### config.mk
export PLATFORM = sky130hd
export DESIGN_NAME = rd_preamble_ctrl_flat
export DESIGN_NICKNAME = d
export VERILOG_FILES = /design/src/rtl/rd_preamble_ctrl_pkg.sv /design/src/rtl/rd_preamble_ctrl_if.sv /design/src/rtl/rd_preamble_ctrl_cmd_fifo.sv /design/src/rtl/rd_preamble_ctrl.sv /design/src/flat_wrapper.sv
export SDC_FILE = /design/constraint.sdc
export NUM_CORES = 1
export LEC_CHECK = 0
export CORE_MARGIN = 2
export CORE_UTILIZATION = 55
export DETAILED_ROUTE_END_ITERATION = 10
export GPL_ROUTABILITY_DRIVEN = 0
export HOLD_SLACK_MARGIN = 0.06
export PLACE_DENSITY = 0.74
export SLEW_MARGIN = 10
export SYNTH_ARGS = -nofsm -noshare
export SYNTH_HDL_FRONTEND = slang
export SYNTH_HIERARCHICAL = 1
export SYNTH_SLANG_ARGS = --single-unit
### constraint.sdc
create_clock -name clk_i -period 3.2 [get_ports clk_i]
set_clock_uncertainty 0.1 [all_clocks]
set_input_delay 0.48 -clock clk_i [delete_from_list [all_inputs] [get_ports clk_i]]
set_output_delay 0.48 -clock clk_i [all_outputs]
set_load 0.02 [all_outputs]
### src/rtl/rd_preamble_ctrl_pkg.sv
// Shared definitions for the read-path preamble sequencer: FSM encodings,
// preamble setting codes, burst/postamble lengths and their lookups.
package rd_ctrl_pkg;

    typedef enum logic [2:0] {
        ST_IDLE    = 3'd0,
        ST_WAIT_RL = 3'd1,
        ST_SEARCH  = 3'd2,
        ST_CAPTURE = 3'd3,
        ST_POST    = 3'd4
    } state_t;

    // Preamble setting codes as presented on pre_amble_sett_i.
    localparam logic [2:0] PRE_SETT_2  = 3'b000;
    localparam logic [2:0] PRE_SETT_4A = 3'b001;
    localparam logic [2:0] PRE_SETT_4B = 3'b010;
    localparam logic [2:0] PRE_SETT_6  = 3'b011;
    localparam logic [2:0] PRE_SETT_8  = 3'b100;

    // DQ clocks occupied by one burst.
    localparam logic [3:0] BL8_CYCLES  = 4'd4;
    localparam logic [3:0] BL16_CYCLES = 4'd8;

    // Preamble length in clocks; unknown codes fall back to the shortest.
    function automatic logic [3:0] pre_len(input logic [2:0] sett);
        logic [3:0] len;
        case (sett)
            PRE_SETT_2:  len = 4'd2;
            PRE_SETT_4A: len = 4'd4;
            PRE_SETT_4B: len = 4'd4;
            PRE_SETT_6:  len = 4'd6;
            PRE_SETT_8:  len = 4'd8;
            default:     len = 4'd2;
        endcase
        return len;
    endfunction

    // Postamble hold length in clocks.
    function automatic logic [1:0] post_len(input logic sett);
        return sett ? 2'd2 : 2'd1;
    endfunction

endpackage

### src/rtl/rd_preamble_ctrl_if.sv
// Command and pattern-detector signals of the read sequencer.
// Handshake: a command is accepted on a rising clk_i edge where
// rd_cmd_valid_i and rd_cmd_ready_o are both 1; valid may be held while
// ready is 0 and the command fields must stay stable until accepted.
interface rd_preamble_ctrl_if #(
    parameter int RL_W = 7
) ();
    import rd_ctrl_pkg::*;

    logic            rd_cmd_valid_i;
    logic            rd_cmd_ready_o;
    logic            rd_cmd_bl16_i;
    logic [RL_W-1:0] rl_i;
    logic [2:0]      pre_amble_sett_i;
    logic            post_amble_sett_i;
    logic            det_en_o;
    logic [2:0]      det_pre_amble_sett_o;
    logic            det_post_amble_sett_o;
    logic            det_pattern_detected_i;
    logic            capture_en_o;
    logic            busy_o;
    logic            rd_done_o;
    logic            rd_err_o;
    state_t          dbg_state;

    modport slave (
        input  rd_cmd_valid_i, rd_cmd_bl16_i, rl_i, pre_amble_sett_i,
               post_amble_sett_i, det_pattern_detected_i,
        output rd_cmd_ready_o, det_en_o, det_pre_amble_sett_o,
               det_post_amble_sett_o, capture_en_o, busy_o, rd_done_o,
               rd_err_o, dbg_state
    );

    modport master (
        output rd_cmd_valid_i, rd_cmd_bl16_i, rl_i, pre_amble_sett_i,
               post_amble_sett_i, det_pattern_detected_i,
        input  rd_cmd_ready_o, det_en_o, det_pre_amble_sett_o,
               det_post_amble_sett_o, capture_en_o, busy_o, rd_done_o,
               rd_err_o, dbg_state
    );

endinterface

### src/rtl/rd_preamble_ctrl_cmd_fifo.sv
// Pending read-command FIFO: one bit (BL16 flag) per entry, pointer-based
// with an extra wrap bit to tell full from empty. Head is read combinationally.
module rd_cmd_fifo #(
    parameter int DEPTH = 4
) (
    input  logic clk_i,
    input  logic reset_i,
    input  logic push,
    input  logic wr_data,
    input  logic pop,
    output logic rd_data,
    output logic full,
    output logic empty
);
    localparam int AW = $clog2(DEPTH);

    logic [DEPTH-1:0] mem;
    logic [AW:0]      wr_ptr;
    logic [AW:0]      rd_ptr;

    // Storage and pointer update; overflow/underflow requests are dropped.
    always_ff @(posedge clk_i or posedge reset_i) begin
        if (reset_i) begin
            mem    <= '0;
            wr_ptr <= '0;
            rd_ptr <= '0;
        end else begin
            if (push && !full) begin
                mem[wr_ptr[AW-1:0]] <= wr_data;
                wr_ptr              <= wr_ptr + 1'b1;
            end
            if (pop && !empty) begin
                rd_ptr <= rd_ptr + 1'b1;
            end
        end
    end

    assign rd_data = mem[rd_ptr[AW-1:0]];
    assign empty   = (wr_ptr == rd_ptr);
    assign full    = (wr_ptr[AW] != rd_ptr[AW]) &&
                     (wr_ptr[AW-1:0] == rd_ptr[AW-1:0]);

endmodule

### src/rtl/rd_preamble_ctrl.sv
// Read-path sequencer: pops buffered read commands, waits out the read
// latency minus the preamble, searches for the DQS preamble, opens the
// capture window for the burst, holds the postamble and reports done/error.
module rd_preamble_ctrl
    import rd_ctrl_pkg::*;
#(
    parameter int CMD_DEPTH      = 4,
    parameter int RL_W           = 7,
    parameter int SEARCH_TIMEOUT = 16,
    parameter int TO_W           = 5
) (
    input logic              clk_i,
    input logic              reset_i,
    rd_preamble_ctrl_if.slave bus
);
    state_t          state;
    logic [RL_W-1:0] cnt;
    logic [TO_W-1:0] to_cnt;
    logic [2:0]      pre_sett_q;
    logic            post_sett_q;
    logic            bl16_q;

    logic            fifo_full;
    logic            fifo_empty;
    logic            fifo_bl16;
    logic            push;
    logic            pop;
    logic [RL_W-1:0] pre_ext;
    logic [RL_W-1:0] wait_load;

    assign push = bus.rd_cmd_valid_i && !fifo_full;
    assign pop  = (state == ST_IDLE) && !fifo_empty;

    // Clocks to wait before the preamble search; saturates when rl < preamble.
    assign pre_ext   = RL_W'(pre_len(bus.pre_amble_sett_i));
    assign wait_load = (bus.rl_i > pre_ext) ? (bus.rl_i - pre_ext) : '0;

    rd_cmd_fifo #(
        .DEPTH(CMD_DEPTH)
    ) u_fifo (
        .clk_i   (clk_i),
        .reset_i (reset_i),
        .push    (push),
        .wr_data (bus.rd_cmd_bl16_i),
        .pop     (pop),
        .rd_data (fifo_bl16),
        .full    (fifo_full),
        .empty   (fifo_empty)
    );

    // Sequencer FSM with registered outputs; counters count the remaining
    // clocks of the current phase and the phase ends when they reach 1.
    always_ff @(posedge clk_i or posedge reset_i) begin
        if (reset_i) begin
            state          <= ST_IDLE;
            cnt            <= '0;
            to_cnt         <= '0;
            pre_sett_q     <= '0;
            post_sett_q    <= 1'b0;
            bl16_q         <= 1'b0;
            bus.det_en_o     <= 1'b0;
            bus.capture_en_o <= 1'b0;
            bus.busy_o       <= 1'b0;
            bus.rd_done_o    <= 1'b0;
            bus.rd_err_o     <= 1'b0;
        end else begin
            bus.rd_done_o <= 1'b0;
            bus.rd_err_o  <= 1'b0;
            case (state)
                ST_IDLE: begin
                    if (pop) begin
                        pre_sett_q  <= bus.pre_amble_sett_i;
                        post_sett_q <= bus.post_amble_sett_i;
                        bl16_q      <= fifo_bl16;
                        bus.busy_o  <= 1'b1;
                        if (wait_load == '0) begin
                            state        <= ST_SEARCH;
                            to_cnt       <= TO_W'(SEARCH_TIMEOUT);
                            bus.det_en_o <= 1'b1;
                        end else begin
                            state <= ST_WAIT_RL;
                            cnt   <= wait_load;
                        end
                    end
                end
                ST_WAIT_RL: begin
                    if (cnt == RL_W'(1)) begin
                        state        <= ST_SEARCH;
                        to_cnt       <= TO_W'(SEARCH_TIMEOUT);
                        bus.det_en_o <= 1'b1;
                    end else begin
                        cnt <= cnt - RL_W'(1);
                    end
                end
                ST_SEARCH: begin
                    // A detect on the final timeout cycle still wins.
                    if (bus.det_pattern_detected_i) begin
                        state            <= ST_CAPTURE;
                        cnt              <= RL_W'(bl16_q ? BL16_CYCLES : BL8_CYCLES);
                        bus.det_en_o     <= 1'b0;
                        bus.capture_en_o <= 1'b1;
                    end else if (to_cnt == TO_W'(1)) begin
                        state        <= ST_IDLE;
                        bus.det_en_o <= 1'b0;
                        bus.busy_o   <= 1'b0;
                        bus.rd_err_o <= 1'b1;
                    end else begin
                        to_cnt <= to_cnt - TO_W'(1);
                    end
                end
                ST_CAPTURE: begin
                    if (cnt == RL_W'(1)) begin
                        state            <= ST_POST;
                        cnt              <= RL_W'(post_len(post_sett_q));
                        bus.capture_en_o <= 1'b0;
                    end else begin
                        cnt <= cnt - RL_W'(1);
                    end
                end
                ST_POST: begin
                    if (cnt == RL_W'(1)) begin
                        state         <= ST_IDLE;
                        bus.busy_o    <= 1'b0;
                        bus.rd_done_o <= 1'b1;
                    end else begin
                        cnt <= cnt - RL_W'(1);
                    end
                end
                default: begin
                    state            <= ST_IDLE;
                    bus.det_en_o     <= 1'b0;
                    bus.capture_en_o <= 1'b0;
                    bus.busy_o       <= 1'b0;
                end
            endcase
        end
    end

    assign bus.rd_cmd_ready_o        = !fifo_full;
    assign bus.det_pre_amble_sett_o  = pre_sett_q;
    assign bus.det_post_amble_sett_o = post_sett_q;
    assign bus.dbg_state             = state;

endmodule

### src/flat_wrapper.sv
// flat-port wrapper written by rule: the top's interface ports become plain ports
module rd_preamble_ctrl_flat import rd_ctrl_pkg::*;
#(
    parameter int CMD_DEPTH      = 4,
    parameter int RL_W           = 7,
    parameter int SEARCH_TIMEOUT = 16,
    parameter int TO_W           = 5
)
  (clk_i, reset_i, bus_rd_cmd_valid_i, bus_rd_cmd_bl16_i, bus_rl_i, bus_pre_amble_sett_i, bus_post_amble_sett_i, bus_det_pattern_detected_i, bus_rd_cmd_ready_o, bus_det_en_o, bus_det_pre_amble_sett_o, bus_det_post_amble_sett_o, bus_capture_en_o, bus_busy_o, bus_rd_done_o, bus_rd_err_o, bus_dbg_state);
  rd_preamble_ctrl_if #(.RL_W(RL_W)) bus_i ();
  input logic clk_i;
  input logic reset_i;
  input wire logic [$bits(bus_i.rd_cmd_valid_i)-1:0] bus_rd_cmd_valid_i;
  input wire logic [$bits(bus_i.rd_cmd_bl16_i)-1:0] bus_rd_cmd_bl16_i;
  input wire logic [$bits(bus_i.rl_i)-1:0] bus_rl_i;
  input wire logic [$bits(bus_i.pre_amble_sett_i)-1:0] bus_pre_amble_sett_i;
  input wire logic [$bits(bus_i.post_amble_sett_i)-1:0] bus_post_amble_sett_i;
  input wire logic [$bits(bus_i.det_pattern_detected_i)-1:0] bus_det_pattern_detected_i;
  output wire logic [$bits(bus_i.rd_cmd_ready_o)-1:0] bus_rd_cmd_ready_o;
  output wire logic [$bits(bus_i.det_en_o)-1:0] bus_det_en_o;
  output wire logic [$bits(bus_i.det_pre_amble_sett_o)-1:0] bus_det_pre_amble_sett_o;
  output wire logic [$bits(bus_i.det_post_amble_sett_o)-1:0] bus_det_post_amble_sett_o;
  output wire logic [$bits(bus_i.capture_en_o)-1:0] bus_capture_en_o;
  output wire logic [$bits(bus_i.busy_o)-1:0] bus_busy_o;
  output wire logic [$bits(bus_i.rd_done_o)-1:0] bus_rd_done_o;
  output wire logic [$bits(bus_i.rd_err_o)-1:0] bus_rd_err_o;
  output wire logic [$bits(bus_i.dbg_state)-1:0] bus_dbg_state;
  assign bus_i.rd_cmd_valid_i = bus_rd_cmd_valid_i;
  assign bus_i.rd_cmd_bl16_i = bus_rd_cmd_bl16_i;
  assign bus_i.rl_i = bus_rl_i;
  assign bus_i.pre_amble_sett_i = bus_pre_amble_sett_i;
  assign bus_i.post_amble_sett_i = bus_post_amble_sett_i;
  assign bus_i.det_pattern_detected_i = bus_det_pattern_detected_i;
  assign bus_rd_cmd_ready_o = bus_i.rd_cmd_ready_o;
  assign bus_det_en_o = bus_i.det_en_o;
  assign bus_det_pre_amble_sett_o = bus_i.det_pre_amble_sett_o;
  assign bus_det_post_amble_sett_o = bus_i.det_post_amble_sett_o;
  assign bus_capture_en_o = bus_i.capture_en_o;
  assign bus_busy_o = bus_i.busy_o;
  assign bus_rd_done_o = bus_i.rd_done_o;
  assign bus_rd_err_o = bus_i.rd_err_o;
  assign bus_dbg_state = bus_i.dbg_state;
  rd_preamble_ctrl #(.CMD_DEPTH(CMD_DEPTH), .RL_W(RL_W), .SEARCH_TIMEOUT(SEARCH_TIMEOUT), .TO_W(TO_W)) u_core (.clk_i(clk_i), .reset_i(reset_i), .bus(bus_i));
endmodule
==> Yosys cells after proc, flatten, opt, wreduce, memory -nomap -nowiden <==
Cells that the tools add are included.
{ "op_classes": {"magnitude_cmp": 4, "addsub": 5, "n_mux": 46, "n_bitwise": 3, "n_reduce_logical": 24, "n_eq_ne": 25} }
{ "op_table": {"columns": ["op", "count"], "rows": [
  ["7-bit 2-to-1 mux", 6],
  ["7-bit one-hot mux with 4 select lines", 1],
  ["5-bit 2-to-1 mux", 5],
  ["5-bit AND reduction", 4],
  ["3-bit 2-to-1 mux", 6],
  ["1-bit 2-to-1 mux", 16],
  ["3-bit one-hot mux with 5 select lines", 1],
  ["5-bit one-hot mux with 3 select lines", 1],
  ["2-bit != test, second input constant", 7],
  ["3-bit by 2-bit == test with 1-bit output, second input constant", 4],
  ["4-bit one-hot mux with 3 select lines", 1],
  ["2-bit by 1-bit != test with 1-bit output, second input constant", 4],
  ["1-bit one-hot mux with 4 select lines", 2],
  ["2-bit OR reduction", 4],
  ["7-bit by 1-bit == test with 1-bit output, second input constant", 1],
  ["7-bit by 4-bit greater-than comparator with 1-bit output", 1],
  ["7-bit logical NOT", 1],
  ["7-bit by 1-bit subtractor with 7-bit output, second input constant", 1],
  ["7-bit by 4-bit subtractor with 7-bit output", 1],
  ["3-bit by 1-bit adder with 3-bit output, second input constant", 2],
  ["3-bit by 1-bit == test with 1-bit output, second input constant", 2],
  ["3-bit == test, second input constant", 2],
  ["1-bit logical AND", 6],
  ["2-bit by 3-bit < comparator with 1-bit output, second input constant", 2],
  ["other kinds (22)", 26]
]} }
{ "word_totals": {"wordCells": 121, "in_bits": 16, "reg_bits": 35} }

==> Depth between registers and ports, before layout <==
Gate-level depths: netlist of the first run.
{ "depth": {"word_depth": 9, "depth_mapped": 11, "ltp_nobuf": 10} }

==> By module <==
Netlist of the first run, hierarchy kept.
{ "by_module_without_submodules": {"columns": ["mod", "cells_each", "instances", "seq_area_each_um2", "area_per_inst_um2"], "rows": [
  ["rd_preamble_ctrl", 200, 1, 625.6, 1881.8],
  ["rd_cmd_fifo", 56, 1, 250.2, 633.1]
]} }

==> Worst setup path after synthesis of the first run <==
Ideal clock, no wire load.
{ "synth_path": {"path_type": "input-to-reg", "start": "input port bus_pre_amble_sett_i[1]", "end": "register u_core.cnt[0]", "stages": 10, "setup_time_ps": 125, "path_slack_ps": 286, "arrival_ps": 2689, "cell_sequence": "xor2_1 > o21ai_0 > ha_1 > inv_1 > fa_1 > or3b_1 > nor3_2 > a41oi_4 > o21a_4 > mux2_4"} }
{ "synth_via": {"elab_chain_len": 8} }
{ "synth_lines": {"columns": ["element", "line_no", "text"], "rows": [
  ["start, declared", "flat_wrapper.sv:16", "input wire logic [$bits(bus_i.pre_amble_sett_i)-1:0] bus_pre_amble_sett_i;"],
  ["3-bit by 1-bit == test with 1-bit output or 3-bit by 2-bit == test with 1-bit output (tied branches)", "rd_preamble_ctrl_pkg.sv:27", "case (sett)"],
  ["2-bit OR reduction (no line)", null, null],
  ["4-bit one-hot mux with 3 select lines *", "rd_preamble_ctrl_pkg.sv:27", null],
  ["7-bit by 4-bit subtractor with 7-bit output or 7-bit by 4-bit greater-than comparator with 1-bit output (tied branches)", "rd_preamble_ctrl.sv:36", "assign wait_load = (bus.rl_i > pre_ext) ? (bus.rl_i - pre_ext) : '0;"],
  ["7-bit 2-to-1 mux *", "rd_preamble_ctrl.sv:36", null],
  ["7-bit logical NOT or 7-bit 2-to-1 mux (tied branches)", "rd_preamble_ctrl.sv:76", "if (wait_load == '0) begin"],
  ["2-bit != test (no line) or 7-bit 2-to-1 mux (tied branches)", null, null],
  ["5-bit AND reduction (no line) or 7-bit one-hot mux with 4 select lines (tied branches)", null, null],
  ["end signal, assigned", "rd_preamble_ctrl.sv:82", "cnt <= wait_load;"],
  ["end signal, assigned", "rd_preamble_ctrl.sv:92", "cnt <= cnt - RL_W'(1);"],
  ["end signal, assigned", "rd_preamble_ctrl.sv:99", "cnt <= RL_W'(bl16_q ? BL16_CYCLES : BL8_CYCLES);"],
  ["end, declared", "rd_preamble_ctrl.sv:17", "logic [RL_W-1:0] cnt;"]
]} }
Mark *: on every way between the ends. The rest lies on a longest branch, timed or not. The select of a mux whose other input is x is not followed.
A chain may end at the register's enable or synchronous reset.

==> Worst setup path in the final report of the first run <==
Same ends and word-level chain as after synthesis.

==> results of run 1 <==
## power by group through the flow
stage,registers (mW),clock network (mW),logic (mW)
floorplan,0.862,0,1.14
global placement,0.873,0,1.55
detailed placement,0.881,0,1.58
CTS,0.878,0.426,1.60
global route,0.913,0.442,1.75
finish,0.878,0.419,1.60
## per-stage QoR
step,cells,TNS (ps),setup WS [ps]
floorplan,256,0,286
global placement,342,-3070,-270
detailed placement,342,-3480,-296
CTS,350,0,27.9
global route,350,0,86.5
finish,350,0,185
## metal layers
metal / GRT usage, % / vias to the layer above / routed length, um
li1: - / 1038 / -
met1: 34.1 / 1024 / 2700
met2: 37.1 / 59 / 2690
met3: 4.78 / 11 / 300
met4: 10.3 / 0 / 127
met5: 0 / - / 0
## worst min-delay path by stage
stage / from / end / slack (ps) / depth (start not counted)
2_1_floorplan: reset_i / u_core/u_fifo/mem[0] / 220 / 1
3_3_place_gp: u_core/bus.busy_o / u_core/bus.busy_o / 360 / 1
3_5_place_dp: u_core/bus.busy_o / u_core/bus.busy_o / 370 / 1
4_1_cts: u_core/bus.busy_o / u_core/bus.busy_o / 390 / 1
5_1_grt: u_core/u_fifo/mem[2] / u_core/u_fifo/mem[2] / 410 / 1
6_report: reset_i / u_core/u_fifo/wr_ptr[2] / 390 / 2
## cell usage in the layout (no fill, tap or decap), types with 5 or more instances in the layout
cell and instances:
inv_1 23, clkbuf_8 6, buf_4 14, nor3_1 6, a21oi_1 10, o221ai_1 7
ha_1 11, dfrtp_1 35, nand2_1 15, a31oi_1 11, mux2_2 5, clkdlybuf4s50_1 25
nor2_1 15, o21ai_0 12
## synthesized netlist by cell type, types with 2 or more instances
| master | number |
|---|---|
| dfrtp_1 | 35 |
| inv_1 | 23 |
| nand2_1 | 15 |
| nor2_1 | 15 |
| o21ai_0 | 13 |
| ha_1 | 12 |
| a31oi_1 | 11 |
| a21oi_1 | 10 |
| o221ai_1 | 7 |
| nor3_1 | 6 |
| mux2_2 | 5 |
| a21o_1 | 4 |
| a22o_2 | 4 |
| and2_1 | 4 |
| mux2_1 | 4 |
| xnor2_1 | 4 |
| xor2_1 | 4 |
| a211oi_1 | 3 |
| clkbuf_1 | 3 |
| mux2_4 | 3 |
| o211ai_1 | 3 |
| o21ai_1 | 3 |
| a211o_1 | 2 |
| a22oi_1 | 2 |
| buf_4 | 2 |
| mux2i_1 | 2 |
| nand3_1 | 2 |
| nand4_1 | 2 |
| nor2b_1 | 2 |
| nor3_2 | 2 |
| nor3b_1 | 2 |
| nor4_1 | 2 |
| o22ai_1 | 2 |
| o32ai_1 | 2 |
| or3_4 | 2 |
| or3b_2 | 2 |
| or4_1 | 2 |
## registers in the layout, indices dropped and copies added (netlist names), 3 cells and up
name,flops
u_core/cnt,7
u_core/to_cnt,5
u_core/u_fifo/mem,4
u_core/bus.dbg_state,3
u_core/bus.det_pre_amble_sett_o,3
u_core/u_fifo/rd_ptr,3
u_core/u_fifo/wr_ptr,3
## critical path, stage by stage
cell and delay [ps]:
dlygate4sd2_1 270, xor2_1 160, o21ai_1 130, ha_2 190, inv_1 50, fa_1 460, or3b_4 420, nor3_4 220
a41oi_4 150, o21a_4 260, mux2_4 290
## layout make-up
type | instances | area (um^2) | area share [%]
Clock inverter | 2 | 35.0 | 1.15
Inverter | 23 | 86.3 | 2.83
Clock buffer | 6 | 82.6 | 2.70
Multi-Input combinational cell | 190 | 1520 | 49.9
Tap cell | 52 | 65.1 | 2.13
Timing Repair Buffer | 42 | 385 | 12.6
Sequential cell | 35 | 876 | 28.7
## repair_timing
item                                    4_1_cts  5_1_grt
resized for setup                             6        2
endpoints found under the setup margin        2       13
pin swaps                                     2        1
## cell families (layout without fill, tap and decap cells)
| group | Yosys count | in the layout | synth area share (%) |
|---|---|---|---|
| AO/OA/AOI/OAI | 80 | 80 | 23.9 |
| multiplexers | 15 | 15 | 7.66 |
| adder cells (fa/ha/maj) | 13 | 13 | 6.77 |
| buffers and inverters | 31 | 73 | 5.27 |
| flip-flops | 35 | 35 | 34.8 |
| AND/OR/NAND/NOR | 72 | 72 | 17.5 |
| XOR/XNOR | 10 | 10 | 4.08 |
==> results.md, run 1 <==
- Status: complete, no violations
- Avg Cell Area, Syn: 9.82 um^2
- Via count: 2132
- R2R Setup Slk: 590 ps
- CP endpoint kind: flop
- First-pass DRT Iterations: 4
- Post-CTS Setup Repair Bufs: 0
- DR iter-0 viols: 161
- Synth top area cells: dfrtp_1 (35%), ha_1 (6.0%), inv_1 (3.4%), a31oi_1 (2.7%), o21ai_0 (2.6%)
- Clock sinks: 35
- Fmax achieved: 332 MHz
- R2r worst-path depth: 8
- Clock share of power: 14.4%
- Relative slew slack: 33.8%
- Share of the synthesized area in the top cell type: 34.8%
- Post-Syn Instances: 256
- Async SR Flop Fraction: 100%
- Crit Path Class: in -> reg
- Core area: 4380 um^2
- Total Power: 2.90 mW
- CTS root buf: clkbuf_8
- Port Buffers: 28
- CP Launch Point: bus_pre_amble_sett_i[1]
- Max Slew Vio Count: 0
- Die area: 5130 um^2
- Syn-to-layout area delta: 21.4%
- Worst skew pair latency: 290 ps
- Fin area: 3050 um^2
- Sw frac: 42.9%
- DP Area: 2920 um^2
- TritonCTS buffer count: 5
- Layout fillers: 338
- VDD IR max: 0.607 mV
- DRC viols: 0
- Global Route Usage Sum: 24.4%
- Fin util: 69.7%
- Max Buffers Root-to-Sink: 2
- Final hold slack: 386 ps
- Nets: 326
- Hold Crit Class: in -> async
- Post-synthesis sequential area ratio: 34.8%
- Worst Setup EP: u_core/cnt[0]
- CTS tree: yes
- RSZ-0062 raised after global routing: no
- Synth warn: 6
- Share of layout cells above drive strength 1: 19.1%
- Grt ovf: 0
- Hold buffers post-CTS: 0
- PD cells: 949 nW/um^2
- Routed vias/inst: 6.09
- Combinational share of power: 55.3%
- Largest net degree at the start of global routing: 26
- Antenna cells: 0
- EDFF count, synth: 0
- Global-route wire length before repair: 9.80 mm
- Internal Dissipation: 1.65 mW
- IO Pins: 29
- CTS clk-pin slew, worst paths: 70 ps
- Sequential Power Share: 30.3%
- Hpwl dp: 4.20 mm
- Die Wd: 71.6 um
- Leak pwr: 1.31 nW
- Data required, critical path: 3270 ps
- Wirelength, routed: 5.82 mm
- Routed Antenna Nets: 0
- Number of global-route vias before repair: 2108
- R2R Path Start: u_core/u_fifo/rd_ptr[0]
- Antenna violations before repair: 0
- Max H-tree Level: 2
- MaxCap Viol Count: 0
- Yosys reg bits: 35
- Endpoints failing hold: 0
- Synth Cell Area: 2510 um^2
- CP Launch Type: primary input
- Slew @ Worst Pin: 991 ps
- Reg2reg end: u_core/cnt[0]
- Synth area leader: dfrtp_1
- Cell row count: 24
- CP max FO: 7
- Synth Flop Type: dfrtp_1
- Die Y: 71.6 um
- WL per Instance: 16.6 um
- Initial core utilization: 57.4%
- Syn_nets: 285
- Arrival time worst endpoint: 3090 ps
- Fin crit period: 3020 ps
- Unique masters post-synth: 72
- Switching pwr: 1.25 mW
- Final setup fails: 0
- Final period util: 94.2%
(Power assumes the default switching activity.)
==> run 2: changes to the inputs <==
Settings changed: CELL_PAD_IN_SITES_DETAIL_PLACEMENT from default to 1, CELL_PAD_IN_SITES_GLOBAL_PLACEMENT from default to 2, CORE_UTILIZATION 55 to 36, PLACE_DENSITY 0.74 to 0.76.
==> results.md, run 2 (same netlist as run 1, synthesis figures left out) <==
- Hpwl dp: 5.26 mm
- CP Launch Type: primary input
- Endpoints failing hold: 0
- CTS clk-pin slew, worst paths: 80 ps
- CTS root buf: clkbuf_8
- Max H-tree Level: 2
- Arrival time worst endpoint: 3110 ps
- Hold Crit Class: in -> async
- Most frequent cells in the layout: dfrtp_1 (35), clkdlybuf4s50_1 (25), inv_1 (23)
- R2R Path Start: u_core/u_fifo/rd_ptr[0]
- PD cells: 923 nW/um^2
- Clock sinks: 35
- Crit Path Class: in -> reg
- Die area: 7670 um^2
- Fin area: 3130 um^2
- Global Route Usage Sum: 19.8%
- IO Pins: 29
- RSZ-0062 raised after global routing: no
- Core area: 6790 um^2
- VDD IR max: 0.371 mV
- GRT Max-Usage Layer: met2
- Max Slew Vio Count: 0
- Final period util: 94.9%
- Wirelength, routed: 6.96 mm
- Cell row count: 30
- CP max FO: 6
- DR iter-0 viols: 113
- Fmax achieved: 329 MHz
- Nets: 330
- Layout fillers: 776
- Register area: 876 um^2
- Antenna cells: 0
- Share of layout cells above drive strength 1: 20.2%
- Multi-input gate area: 1530 um^2
- MaxCap Viol Count: 0
- Fin crit period: 3040 ps
- Most common cell after layout, fill and taps aside: dfrtp_1
- CTS tree: yes
- CP endpoint kind: flop
- Die Wd: 87.6 um
- Global-route wire length before repair: 11.8 mm
- Cell count after placement: 390
- Largest register FFs: 7
- GRT met2 Usage: 31.7%
- First-pass DRT Iterations: 4
- Largest registers: u_core/cnt x7, u_core/to_cnt x5, u_core/u_fifo/mem x4
- Hold buffers post-CTS: 0
- Status: complete, no violations
- Number of global-route vias before repair: 2311
- WL per Instance: 17.5 um
- Data required, critical path: 3270 ps
- R2r worst-path depth: 8
- Initial core utilization: 37.0%
- TritonCTS buffer count: 5
- Final setup fails: 0
- Syn-to-layout area delta: 24.4%
- R2R Setup Slk: 520 ps
- Slew @ Worst Pin: 722 ps
- Die Y: 87.6 um
- Port Buffers: 28
- Finished Layout Cells: 398
- Routed vias/inst: 5.44
- Grt ovf: 0
- Routed Antenna Nets: 0
- Antenna violations before repair: 0
- Biggest register: u_core/cnt
- Largest net degree at the start of global routing: 26
- DRC viols: 0
- GRT met3 Usage: 3.11%
- Leak pwr: 1.32 nW
- Reg2reg end: u_core/cnt[0]
- DP Area: 3000 um^2
- Met1 Track Usage GR: 28.1%
- Max Buffers Root-to-Sink: 2
- Worst skew pair latency: 300 ps
- Via count: 2166
- Relative slew slack: 51.5%
## run 2: how the worst max path moves through the flow
stage,from,endpoint,slack [ps]
2_1_floorplan,bus_pre_amble_sett_i[1],u_core/cnt[0],290
3_3_place_gp,bus_pre_amble_sett_i[1],u_core/cnt[1],-290
3_5_place_dp,bus_pre_amble_sett_i[1],u_core/cnt[0],-330
4_1_cts,bus_pre_amble_sett_i[2],u_core/bus.dbg_state[0],70
5_1_grt,bus_pre_amble_sett_i[1],u_core/bus.dbg_state[0],40
6_report,bus_pre_amble_sett_i[1],u_core/bus.dbg_state[0],160
## run 2: report_power, final
group | total [mW] | leakage [nW] | switching (mW) | internal, mW
sequential | 0.876 | 0.426 | 0.236 | 0.640
clock | 0.349 | 0.0474 | 0.173 | 0.176
combinational | 1.66 | 0.846 | 0.895 | 0.769
## run 2: metrics by stage
step	setup WS [ps]	power [mW]	hold slack, ps	setup TNS, ps	util [%]
final	162	2.89	385	0	46.0
after global routing	39.1	3.14	423	0	46.0
after CTS	73.6	2.90	394	0	45.8
after detailed placement	-327	2.52	376	-3960	44.2
after global placement	-292	2.49	365	-3540	44.2
after floorplan	286	2.00	220	0	-
## run 2: repair_timing
action	CTS	global route
buffers inserted	0	0
resized for setup	4	3
pin swaps	1	0
setup endpoints to repair	6	13
## run 2: final cells by class
type,count,share of cell area [%]
Multi-Input combinational cell,190,49.0
Sequential cell,35,28.0
Timing Repair Buffer,46,13.3
Tap cell,96,3.84
Inverter,23,2.76
Clock buffer,6,2.64
Clock inverter,2,0.520
## run 2: per-layer routing
metal | vias up | wire [um]
li1 | 1046 | -
met1 | 1077 | 3460
met2 | 38 | 3210
met3 | 5 | 229
met4 | 0 | 64
met5 | - | 0
## run 2: worst max-delay path, stage by stage
cell           delay (ps)
dlygate4sd2_1         270
xor2_1                170
o21ai_0               160
ha_2                  200
inv_1                  50
fa_1                  460
or3b_4                420
nor3_4                200
a41oi_4               150
buf_4                 180
o21ai_1               120
buf_4                 170
o22ai_1                80
